### config.mk
export PLATFORM = sky130hd
export DESIGN_NAME = hub75_scan_ctrl
export DESIGN_NICKNAME = d
export VERILOG_FILES = /design/src/rtl/hub75_pkg.sv /design/src/rtl/hub75_bcm_timer.sv /design/src/rtl/hub75_scan_ctrl.sv
export SDC_FILE = /design/constraint.sdc
export NUM_CORES = 1
export LEC_CHECK = 0
export CAP_MARGIN = 20
export CORE_UTILIZATION = 55
export CTS_BUF_LIST = sky130_fd_sc_hd__clkbuf_8
export CTS_CLUSTER_SIZE = 12
export DETAILED_ROUTE_END_ITERATION = 12
export PLACE_DENSITY = 0.91
export SLEW_MARGIN = 20
export SYNTH_ARGS = -nofsm -noshare
export SYNTH_HDL_FRONTEND = slang
export SYNTH_SLANG_ARGS = --single-unit
### constraint.sdc
create_clock -name clk -period 5 [get_ports clk]
set_clock_uncertainty 0.1 [all_clocks]
set_input_delay 1 -clock clk [delete_from_list [all_inputs] [get_ports clk]]
set_output_delay 1 -clock clk [all_outputs]
set_load 0.02 [all_outputs]
### src/rtl/hub75_pkg.sv
// Shared types and width helpers for the HUB75 scan controller.
package hub75_pkg;

  typedef enum logic [2:0] {
    S_IDLE,
    S_REQ,
    S_LO,
    S_HI,
    S_DONE
  } shift_state_e;

  typedef enum logic [2:0] {
    D_WAIT,
    D_BLANK,
    D_LATCH,
    D_GAP,
    D_ON
  } disp_state_e;

  // {R,G,B} bit for one half-panel
  typedef logic [2:0] rgb_t;

  function automatic int unsigned idx_width(input int unsigned n);
    return (n > 1) ? $clog2(n) : 1;
  endfunction

  // Wide enough for BASE_ON << (BITPLANES-1)
  function automatic int unsigned timer_width(input int unsigned base_on,
                                              input int unsigned planes);
    return idx_width(base_on) + planes;
  endfunction

endpackage

### src/rtl/hub75_bcm_timer.sv
// Binary-coded-modulation on-time counter: loads BASE_ON << plane, counts down to 0.
module hub75_bcm_timer #(
  parameter int unsigned BASE_ON = 64,
  parameter int unsigned PLANE_W = 2,
  parameter int unsigned TIMER_W = 10
) (
  input  logic               clk,
  input  logic               rst_n,
  input  logic               load,
  input  logic [PLANE_W-1:0] plane,
  output logic               expired,
  output logic               last
);

  logic [TIMER_W-1:0] cnt_q, cnt_d;

  always_comb begin
    cnt_d = cnt_q;
    if (load) begin
      cnt_d = TIMER_W'(BASE_ON) << plane;
    end else if (cnt_q != '0) begin
      cnt_d = cnt_q - TIMER_W'(1);
    end
  end

  always_ff @(posedge clk) begin
    if (!rst_n) begin
      cnt_q <= '0;
    end else begin
      cnt_q <= cnt_d;
    end
  end

  assign expired = (cnt_q == '0);
  assign last    = (cnt_q == TIMER_W'(1));

endmodule

### src/rtl/hub75_scan_ctrl.sv
// HUB75 panel sequencer: fetches pixel bits, shifts them out, latches rows and drives BCM blanking.
// Define HUB75_GHOST_BLANK_EN to hold blank for BLANK_GAP extra cycles after each latch.
module hub75_scan_ctrl
  import hub75_pkg::*;
#(
  parameter int unsigned COLS      = 32,
  parameter int unsigned ROW_BITS  = 3,
  parameter int unsigned BITPLANES = 4,
  parameter int unsigned CLK_DIV   = 4,
  parameter int unsigned BASE_ON   = 64,
  parameter int unsigned BLANK_GAP = 8,
  localparam int unsigned COL_W    = idx_width(COLS),
  localparam int unsigned PLANE_W  = idx_width(BITPLANES)
) (
  input  logic                clk,
  input  logic                rst_n,
  input  logic                en,
  output logic                rd_req,
  output logic [ROW_BITS-1:0] rd_row,
  output logic [COL_W-1:0]    rd_col,
  output logic [PLANE_W-1:0]  rd_plane,
  input  logic                rd_ack,
  input  rgb_t                rd_rgb0,
  input  rgb_t                rd_rgb1,
  output logic [ROW_BITS-1:0] addr,
  output rgb_t                rgb0,
  output rgb_t                rgb1,
  output logic                sclk,
  output logic                lat,
  output logic                oe_n,
  output logic                frame_done
);

  localparam int unsigned DIV_W   = idx_width(CLK_DIV);
  localparam int unsigned GAP_W   = idx_width(BLANK_GAP);
  localparam int unsigned TIMER_W = timer_width(BASE_ON, BITPLANES);

  localparam logic [COL_W-1:0]   ColLast   = COL_W'(COLS - 1);
  localparam logic [PLANE_W-1:0] PlaneLast = PLANE_W'(BITPLANES - 1);
  localparam logic [DIV_W-1:0]   DivLast   = DIV_W'(CLK_DIV - 1);
  localparam logic [GAP_W-1:0]   GapLast   = GAP_W'(BLANK_GAP - 1);

`ifdef HUB75_GHOST_BLANK_EN
  localparam bit GhostBlank = 1'b1;
`else
  localparam bit GhostBlank = 1'b0;
`endif

  shift_state_e sh_q, sh_d;
  disp_state_e  disp_q, disp_d;

  logic [COL_W-1:0]    col_q, col_d;
  logic [ROW_BITS-1:0] row_q, row_d;
  logic [PLANE_W-1:0]  plane_q, plane_d;
  logic [DIV_W-1:0]    div_q, div_d;
  rgb_t                rgb0_q, rgb0_d, rgb1_q, rgb1_d;

  logic [ROW_BITS-1:0] addr_q, addr_d;
  logic [PLANE_W-1:0]  plane_lat_q, plane_lat_d;
  logic [GAP_W-1:0]    gap_q, gap_d;

  logic                latch;
  logic                abort;
  logic                timer_load;
  logic [PLANE_W-1:0]  timer_plane;
  logic                timer_expired;
  logic                timer_last;

  assign latch = (disp_q == D_LATCH);

  // Shifter: fetch one column, present it across one sclk low/high period, repeat.
  always_comb begin
    sh_d    = sh_q;
    col_d   = col_q;
    row_d   = row_q;
    plane_d = plane_q;
    div_d   = div_q;
    rgb0_d  = rgb0_q;
    rgb1_d  = rgb1_q;
    unique case (sh_q)
      S_IDLE: begin
        if (en) begin
          sh_d  = S_REQ;
          col_d = ColLast;
        end
      end
      S_REQ: begin
        if (rd_ack) begin
          rgb0_d = rd_rgb0;
          rgb1_d = rd_rgb1;
          div_d  = '0;
          sh_d   = S_LO;
        end
      end
      S_LO: begin
        if (div_q == DivLast) begin
          div_d = '0;
          sh_d  = S_HI;
        end else begin
          div_d = div_q + 1'b1;
        end
      end
      S_HI: begin
        if (div_q == DivLast) begin
          div_d = '0;
          if (col_q == '0) begin
            sh_d = S_DONE;
          end else begin
            col_d = col_q - 1'b1;
            sh_d  = S_REQ;
          end
        end else begin
          div_d = div_q + 1'b1;
        end
      end
      S_DONE: begin
        // The row just shifted is being latched: move on to the next plane/row.
        if (latch) begin
          sh_d  = S_REQ;
          col_d = ColLast;
          if (plane_q == PlaneLast) begin
            plane_d = '0;
            row_d   = row_q + 1'b1;
          end else begin
            plane_d = plane_q + 1'b1;
          end
        end else if (abort) begin
          sh_d    = S_IDLE;
          row_d   = '0;
          plane_d = '0;
        end
      end
      default: sh_d = S_IDLE;
    endcase
  end

  // Display: blank, latch, then light for the BCM weight of the latched plane.
  always_comb begin
    disp_d      = disp_q;
    addr_d      = addr_q;
    plane_lat_d = plane_lat_q;
    gap_d       = gap_q;
    abort       = 1'b0;
    timer_load  = 1'b0;
    timer_plane = plane_lat_q;
    unique case (disp_q)
      D_WAIT: begin
        if (sh_q == S_DONE && timer_expired) begin
          if (en) begin
            disp_d = D_BLANK;
          end else begin
            abort = 1'b1;
          end
        end
      end
      D_BLANK: disp_d = D_LATCH;
      D_LATCH: begin
        addr_d      = row_q;
        plane_lat_d = plane_q;
        if (GhostBlank && BLANK_GAP != 0) begin
          gap_d  = '0;
          disp_d = D_GAP;
        end else begin
          timer_load  = 1'b1;
          timer_plane = plane_q;
          disp_d      = D_ON;
        end
      end
      D_GAP: begin
        if (gap_q == GapLast) begin
          timer_load = 1'b1;
          disp_d     = D_ON;
        end else begin
          gap_d = gap_q + 1'b1;
        end
      end
      D_ON: begin
        if (timer_last) begin
          disp_d = D_WAIT;
        end
      end
      default: disp_d = D_WAIT;
    endcase
  end

  always_ff @(posedge clk) begin
    if (!rst_n) begin
      sh_q        <= S_IDLE;
      disp_q      <= D_WAIT;
      col_q       <= '0;
      row_q       <= '0;
      plane_q     <= '0;
      div_q       <= '0;
      rgb0_q      <= '0;
      rgb1_q      <= '0;
      addr_q      <= '0;
      plane_lat_q <= '0;
      gap_q       <= '0;
    end else begin
      sh_q        <= sh_d;
      disp_q      <= disp_d;
      col_q       <= col_d;
      row_q       <= row_d;
      plane_q     <= plane_d;
      div_q       <= div_d;
      rgb0_q      <= rgb0_d;
      rgb1_q      <= rgb1_d;
      addr_q      <= addr_d;
      plane_lat_q <= plane_lat_d;
      gap_q       <= gap_d;
    end
  end

  hub75_bcm_timer #(
    .BASE_ON (BASE_ON),
    .PLANE_W (PLANE_W),
    .TIMER_W (TIMER_W)
  ) u_timer (
    .clk     (clk),
    .rst_n   (rst_n),
    .load    (timer_load),
    .plane   (timer_plane),
    .expired (timer_expired),
    .last    (timer_last)
  );

  assign rd_req     = (sh_q == S_REQ);
  assign rd_row     = row_q;
  assign rd_col     = col_q;
  assign rd_plane   = plane_q;
  assign addr       = addr_q;
  assign rgb0       = rgb0_q;
  assign rgb1       = rgb1_q;
  assign sclk       = (sh_q == S_HI);
  assign lat        = latch;
  assign oe_n       = (disp_q != D_ON);
  assign frame_done = latch && (row_q == '1) && (plane_q == PlaneLast);

endmodule

# After elaboration in Yosys (flattened, before gate mapping)
# Cells that the tools add are included.
# word_totals
register_bits	42
out_inout_bits	24
word_cells	100
inputBits	10
# op_classes
shifts	1
n_eq_ne	26
n_reduce_logical	21
mux	33
n_addsub	6
bitwise	1
# ops
cell	n
3-bit 2-to-1 mux	12
3-bit one-hot mux with 5 select lines	2
10-bit 2-to-1 mux	2
5-bit 2-to-1 mux	4
2-bit != test (second input constant)	8
5-bit one-hot mux with 3 select lines	1
3-bit by 2-bit == test with 1-bit output (second input constant)	4
3-bit == test (second input constant)	4
2-bit 2-to-1 mux	6
10-bit by 1-bit == test with 1-bit output (second input constant)	1
10-bit logical NOT	1
5-bit AND reduction	2
10-bit nonzero test	1
7-bit by 2-bit left shift with 10-bit output (first input constant)	1
10-bit by 1-bit subtractor with 10-bit output (second input constant)	1
2-bit AND reduction	4
3-bit by 1-bit adder with 3-bit output (second input constant)	2
3-bit by 1-bit == test with 1-bit output (second input constant)	2
3-bit logical NOT	2
2-bit by 1-bit != test with 1-bit output (second input constant)	3
3-bit != test (second input constant)	2
2-bit nonzero test	3
5-bit logical NOT	1
5-bit by 1-bit subtractor with 5-bit output (second input constant)	1
11 further kinds	18

# Depth between registers and ports, before layout
# Gate-level depths: netlist of run 1.
# depth
depth_word	7
ltp_mapped	7
depth_no_buf	6

# Modules after synthesis
# Synthesis of run 1 repeated with hierarchy kept, for this count alone.
# unflattened
cells_unflattened	232
area_unflattened_um2	2098.3
# by_module_without_submodules
mod	cells_per_inst	seq_area_each_um2	area_each_um2	n_inst
hub75_scan_ctrl	171	640.6	1527.7	1
hub75_bcm_timer	61	200.2	570.5	1

# Worst setup path after synthesis of run 1
# OpenSTA, ideal clock, no wires.
# synth_path
path_type	register -> output
startpoint	register plane_q[0] (netlist: rd_plane[0])
endpoint	output frame_done
t_arrival_ps	1453
path_buffers	0
setup_slack_ps	2447
path_stages_with_launch	4
required_time_ps	3900
path_cell_list	dfxtp_1 -> ha_1 -> nor4bb_1 -> and2_1
# synth_between
elab_chain_cells	2
# synth_lines
item	line_no	source
start, declared	hub75_scan_ctrl.sv:54	logic [PLANE_W-1:0] plane_q, plane_d;
start signal, assigned	hub75_scan_ctrl.sv:204	plane_q <= plane_d;
2-bit == test	hub75_scan_ctrl.sv:237	assign frame_done = latch && (row_q == '1) && (plane_q == PlaneLast);
1-bit logical AND	hub75_scan_ctrl.sv:237	
end, declared	hub75_scan_ctrl.sv:31	output logic frame_done
# Every way passes these cells.

# Worst setup path in the final report of run 1
# Same ends and word-level chain as after synthesis.

==> results of run 1 <==
stage by stage:
step	area, um2	power (mW)
floorplan	2220	0.708
global placement	2550	0.776
detailed placement	2550	0.788
CTS	2660	1.05
global route	2660	1.11
finish	2660	1.05
kinds of logic (layout without fill, tap and decap cells):
group | after synthesis | after routing
compound gates | 56 | 56
buf+inv | 25 | 54
flops | 42 | 42
simple gates | 99 | 99
mux | 11 | 11
xor+xnor | 7 | 7
fa+ha+maj | 11 | 11
layer usage:
layer,vias up,global-route usage (%)
li1,960,-
met1,918,28.1
met2,57,39.6
met3,11,5.73
met4,0,10.1
met5,-,0
power by group:
part / internal (mW) / switching, mW / total (mW)
clock: 0.147 / 0.115 / 0.262
sequential: 0.376 / 0.0578 / 0.434
combinational: 0.162 / 0.188 / 0.350
total: 0.685 / 0.361 / 1.05
cells in the final DEF (no fill, tap or decap), types with 9 or more instances in the layout:
cell type and count:
dfxtp_1 42, clkdlybuf4s50_1 33, nand2_1 25, nor2_1 20
a21oi_1 20, inv_1 11, ha_1 11, mux2i_1 9
nand3_1 9, nor3_1 9
Yosys cell counts (5+ instances only):
cell / instances
a21oi_1: 20
a31oi_1: 6
clkbuf_1: 5
dfxtp_1: 42
ha_1: 11
inv_1: 11
mux2i_1: 9
nand2_1: 25
nand3_1: 9
nor2_1: 20
nor3_1: 9
o21ai_0: 6
critical path, cell delays in order, from the launching register on:
cell             delay [ps]
dfxtp_1                 450
ha_1                    230
nor4bb_1                540
and2_1                  220
clkdlybuf4s50_1         600
sequential cells by signal, summed over array words and instances, names as in the netlist:
| signal | cells |
|---|---|
| rd_row | 3 |
| rd_plane | 2 |
| gap_q | 3 |
| plane_lat_q | 2 |
| u_timer.cnt_q | 10 |
| addr | 3 |
| sh_q | 3 |
| disp_q | 3 |
| rgb0 | 3 |
| rd_col | 5 |
| div_q | 2 |
| rgb1 | 3 |
how the worst max path moves through the flow:
stage                              from  slack [ps]  cells past startpoint         end
2_1_floorplan  rd_plane[0]$_SDFFE_PN0P_        2450                      3  frame_done
3_3_place_gp   rd_plane[0]$_SDFFE_PN0P_        1960                      4  frame_done
3_5_place_dp   rd_plane[0]$_SDFFE_PN0P_        1910                      4  frame_done
4_1_cts        rd_plane[0]$_SDFFE_PN0P_        1580                      4  frame_done
5_1_grt        rd_plane[0]$_SDFFE_PN0P_        1420                      4  frame_done
6_report       rd_plane[0]$_SDFFE_PN0P_        1570                      4  frame_done
layout make-up:
type | instances | area [um2]
Multi-Input combinational cell | 184 | 1270
Fill cell | 299 | 1110
Sequential cell | 42 | 841
Timing Repair Buffer | 33 | 330
Clock buffer | 5 | 68.8
Tap cell | 48 | 60.1
Inverter | 13 | 48.8
Clock inverter | 3 | 40.0
==> impl_metrics.py, run 1 <==
metrics = {
    "die": {
        "initial_core_util_pct": 58.9,
        "ios": 34,
        "fp.coreArea_um2": 3770,
        "die_area_um2": 4290,
        "fp.dieW_um": 65.5,
        "num_rows": 22,
        "die_h_um": 65.5,
    },
    "sta": {
        "setup_tns_ps": 0,
        "fin_ws_ps": 1570,
        "final-max-slew-violation-count": 0,
        "holdWs_ps": 365,
        "maxSlewHeadroom_pct": 61.4,
        "max_freq_mhz": 291,
        "period_minus_slack_ps": 3430,
        "period_share_pct": 68.6,
        "setup_violations": 0,
        "rsz0062_at_grt": "false",
        "tightest_slew_ps": 577,
        "hold_viol_final": 0,
    },
    "synthesis": {
        "ys_seq_area_share_pct": 37.9,
        "synth_top_cell_by_area": "dfxtp_1",
        "syn-num-nets": 272,
        "syn_avg_cell_area_um2": 8.84,
        "async_flop_share_pct": 0,
        "synth_top_cell_area_share_pct": 37.9,
        "synthXorXnorAreaFrac_pct": 2.76,
        "yosysWarnings": 0,
        "synthAdderAreaFrac_pct": 6.20,
        "synth_compound_area_share_pct": 16.7,
        "yosys.area_share.simple_pct": 26.4,
        "syn_inst": 251,
        "synthTopCellsByArea": "dfxtp_1, ha_1, a21oi_1",
        "synth_mux_area_share_pct": 5.07,
        "synth_edf_count": 0,
        "ys_ff_latch": 42,
        "yosysUniqueCellTypes": 53,
        "synth_top_family_by_area": "simple AND/OR/NAND/NOR gates",
        "syn_area_um2": 2220,
        "ys_dominant_reg_cell": "dfxtp_1",
    },
    "place": {
        "port_buffers": 33,
        "dpl.cell_count": 320,
        "pre_cts_ws_ps": 1910,
        "dp_hpwl_mm": 3.21,
        "gp_congestion": 0.843,
    },
    "run_status": {
        "status": "finished, final reports clean",
    },
    "detailed_routing": {
        "first_pass_iters": 4,
        "drc": 0,
        "drt-initial-drc-count": 154,
        "vias": 1946,
        "via_per_inst": 5.93,
        "wl_met1_mm": 2.15,
        "wl_per_cell_um": 14.2,
        "wl_met2_mm": 2.17,
        "routed_wl_mm": 4.65,
        "detailroute.wirelength.met3_um": 233,
        "antenna_left": 0,
        "top_layer": "met4",
    },
    "setup_path": {
        "r2r-end": "rd_plane[0]$_SDFFE_PN0P_",
        "worstSetupStartpointType": "flop",
        "reg2reg_slack_ps": 2870,
        "worstPathRequired_ps": 3900,
        "end_kind": "primary output",
        "critical_path_arrival_ps": 2330,
        "path_class": "reg2out",
        "cp_max_fo": 7,
        "timing.rr.start": "disp_q[1]$_SDFFE_PN0P_",
        "reg2reg_depth": 5,
    },
    "pwr": {
        "ir_drop_uv": 202,
        "power_density_nw_per_um2": 394,
        "leakagePower_nw": 0.991,
    },
    "grt": {
        "grt.total_usage_pct": 23.4,
        "grt_pass1_vias": 1793,
        "grt_pass1_wl_mm": 7.80,
        "grt-ovfl-total": 0,
        "antenna_found_initial": 0,
        "grt_max_degree": 29,
    },
    "clock_network": {
        "path_clk_slew_ps": 80,
        "cts.sinks": 42,
        "cts_hold_buf": 0,
        "cts_buffer_depth": 2,
        "root_buffer": "clkbuf_8",
        "cts-resized-gates": 0,
        "numCtsBuffers": 5,
        "cts_setup_buffers": 0,
        "htree_levels": 2,
        "cts_tree": "built",
        "clk_latency_ps": 290,
    },
    "final_layout": {
        "utilization_pct": 70.5,
        "drive_above_1_share_pct": 9.64,
        "fin_nets": 300,
        "area_growth_pct": 19.7,
        "final_cells": 328,
        "n_antenna_cell": 0,
    },
    "job": {
        "drv_cap": 0,
    },
    "hold_path": {
        "hold_depth": 2,
        "hp-class": "reg2reg",
        "min_to": "addr[0]$_SDFFE_PN0P_",
        "min-delay-start": "addr[0]$_SDFFE_PN0P_",
    },
}
(Power assumes the default switching activity.)
==> run 2, diff against run 1 <==
CORE_UTILIZATION = 50   (was 55)
PLACE_DENSITY = 0.88   (was 0.91)
clock period = 2.95 ns   (was 5 ns; I/O delays follow)
==> impl_metrics.py, run 2 (same netlist as run 1, synthesis figures left out) <==
metrics = {
    "sta": {
        "setup_tns_ps": 0,
        "final-max-slew-violation-count": 0,
        "max_freq_mhz": 357,
        "fin_ws_ps": 150,
        "hold_viol_final": 0,
        "period_share_pct": 94.9,
        "period_minus_slack_ps": 2800,
        "maxSlewHeadroom_pct": 64.0,
        "tightest_slew_ps": 538,
        "setup_violations": 0,
        "holdWs_ps": 355,
        "rsz0062_at_grt": "false",
    },
    "pwr": {
        "p_comb_share_pct": 34.6,
        "internal-power_mw": 1.08,
        "power_mw": 1.69,
        "seq_power_share_pct": 43.5,
        "power_density_nw_per_um2": 636,
        "clockPowerShare_pct": 21.9,
        "switchingPower_uw": 615,
        "switching_share_pct": 36.3,
        "ir_drop_uv": 347,
        "leakagePower_nw": 0.987,
    },
    "grt": {
        "grt_max_degree": 29,
        "antenna_found_initial": 0,
        "grt_pass1_wl_mm": 7.56,
        "grt-ovfl-total": 0,
        "grt_pass1_vias": 1752,
        "grt.total_usage_pct": 21.1,
    },
    "place": {
        "gp_congestion": 0.848,
        "pre_cts_ws_ps": 416,
        "dpl.cell_count": 324,
        "port_buffers": 33,
        "postPlaceCellArea_um2": 2570,
        "dp_hpwl_mm": 3.20,
    },
    "final_layout": {
        "area_growth_pct": 20.0,
        "largest_reg_flops": 10,
        "finalInstanceArea_um2": 2660,
        "fin_nets": 302,
        "drive_above_1_share_pct": 10.6,
        "final_cell_mix": "dfxtp_1, clkdlybuf4s50_1, nand2_1, nor2_1, a21oi_1",
        "n_antenna_cell": 0,
        "top_register": "u_timer.cnt_q",
        "final_cells": 332,
        "utilization_pct": 64.3,
        "final_common_cell": "dfxtp_1",
    },
    "die": {
        "fp.dieW_um": 68.6,
        "initial_core_util_pct": 53.6,
        "ios": 34,
        "die_area_um2": 4710,
        "die_h_um": 68.6,
        "num_rows": 23,
        "fp.coreArea_um2": 4140,
    },
    "detailed_routing": {
        "vias": 1945,
        "via_per_inst": 5.86,
        "routed_wl_mm": 4.45,
        "drt-initial-drc-count": 141,
        "antenna_left": 0,
        "wl_per_cell_um": 13.4,
        "drc": 0,
        "first_pass_iters": 5,
    },
    "clock_network": {
        "clk_latency_ps": 300,
        "numCtsBuffers": 5,
        "cts_tree": "built",
        "htree_levels": 2,
        "path_clk_slew_ps": 90,
        "cts_hold_buf": 0,
        "cts.sinks": 42,
        "cts_buffer_depth": 2,
        "root_buffer": "clkbuf_8",
    },
    "setup_path": {
        "critical_path_arrival_ps": 2110,
        "end_kind": "primary output",
        "path_class": "reg2out",
        "worstSetupStartpointType": "flop",
        "cp_max_fo": 6,
        "crit_path_top_delay_cell": "clkdlybuf4s50_1",
        "crit_path_max_incr_delay_ps": 600,
        "path_cells": "ha_1 > nor4bb_2 > and2_1 > clkdlybuf4s50_1",
        "worstPathRequired_ps": 2260,
    },
    "job": {
        "drv_cap": 0,
    },
    "run_status": {
        "status": "finished, final reports clean",
    },
    "hold_path": {
        "hp-class": "reg2reg",
    },
}
[run 2: changes by cell type in the layout (fill, tap and decap cells not counted)]
cell | previous run | this run
clkinvlp_4 | 0 | 1
nor4bb_2 | 0 | 1
buf_4 | 0 | 2
nor4bb_1 | 1 | 0
bufinv_16 | 1 | 0
clkinv_4 | 0 | 1
clkinv_2 | 2 | 1
[run 2: what timing repair did]
item / in CTS / in global routing
endpoints found under the hold margin: 0 / 0
buffers inserted: 0 / 0
endpoints found under the setup margin: 0 / 1
gates resized for setup: 0 / 1
[run 2: per-layer routing]
metal  vias up  share of wire [%]  track usage [%]  wire length (um)
met3        13                4.4             4.11               194
met5         -                  0                0                 0
met1       910                 46             25.5              2030
li1        966                  -                -                 -
met2        56                 48             36.0              2120
met4         0                2.4             9.11               108
[run 2: path summary, 6_finish.rpt]
kind / endpoint / slack (ps) / depth (start not counted) / from
max: frame_done / 150 / 4 / rd_plane[1]$_SDFFE_PN0P_
max reg2reg: rd_plane[0]$_SDFFE_PN0P_ / 1080 / 4 / u_timer.cnt_q[5]$_SDFFE_PN0P_
min: addr[0]$_SDFFE_PN0P_ / 350 / 2 / addr[0]$_SDFFE_PN0P_
min reg2reg: addr[0]$_SDFFE_PN0P_ / 350 / 2 / addr[0]$_SDFFE_PN0P_
[run 2: power by group through the flow]
stage | combinational, mW | clock (mW) | sequential (mW)
2_1_floorplan | 0.456 | 0 | 0.743
3_3_place_gp | 0.570 | 0 | 0.745
3_5_place_dp | 0.585 | 0 | 0.748
4_1_cts | 0.590 | 0.379 | 0.737
5_1_grt | 0.653 | 0.400 | 0.750
6_report | 0.586 | 0.372 | 0.736
[run 2: area by class of cell]
type	count	area, um2
clock buffers	5	68.8
flip-flops and latches	42	841
fillers	342	1480
repair buffers	35	345
multi-input cells	184	1270
well taps	50	62.6
inverters	13	48.8
clock inverters	3	21.3
[run 2: worst max-delay path, delay by kind of cell, from the launching register on]
family | cells | cell delay, ps
buffers and inverters | 1 | 600
adders and majority gates | 1 | 240
and+or+nand+nor | 2 | 520
DFF | 1 | 460
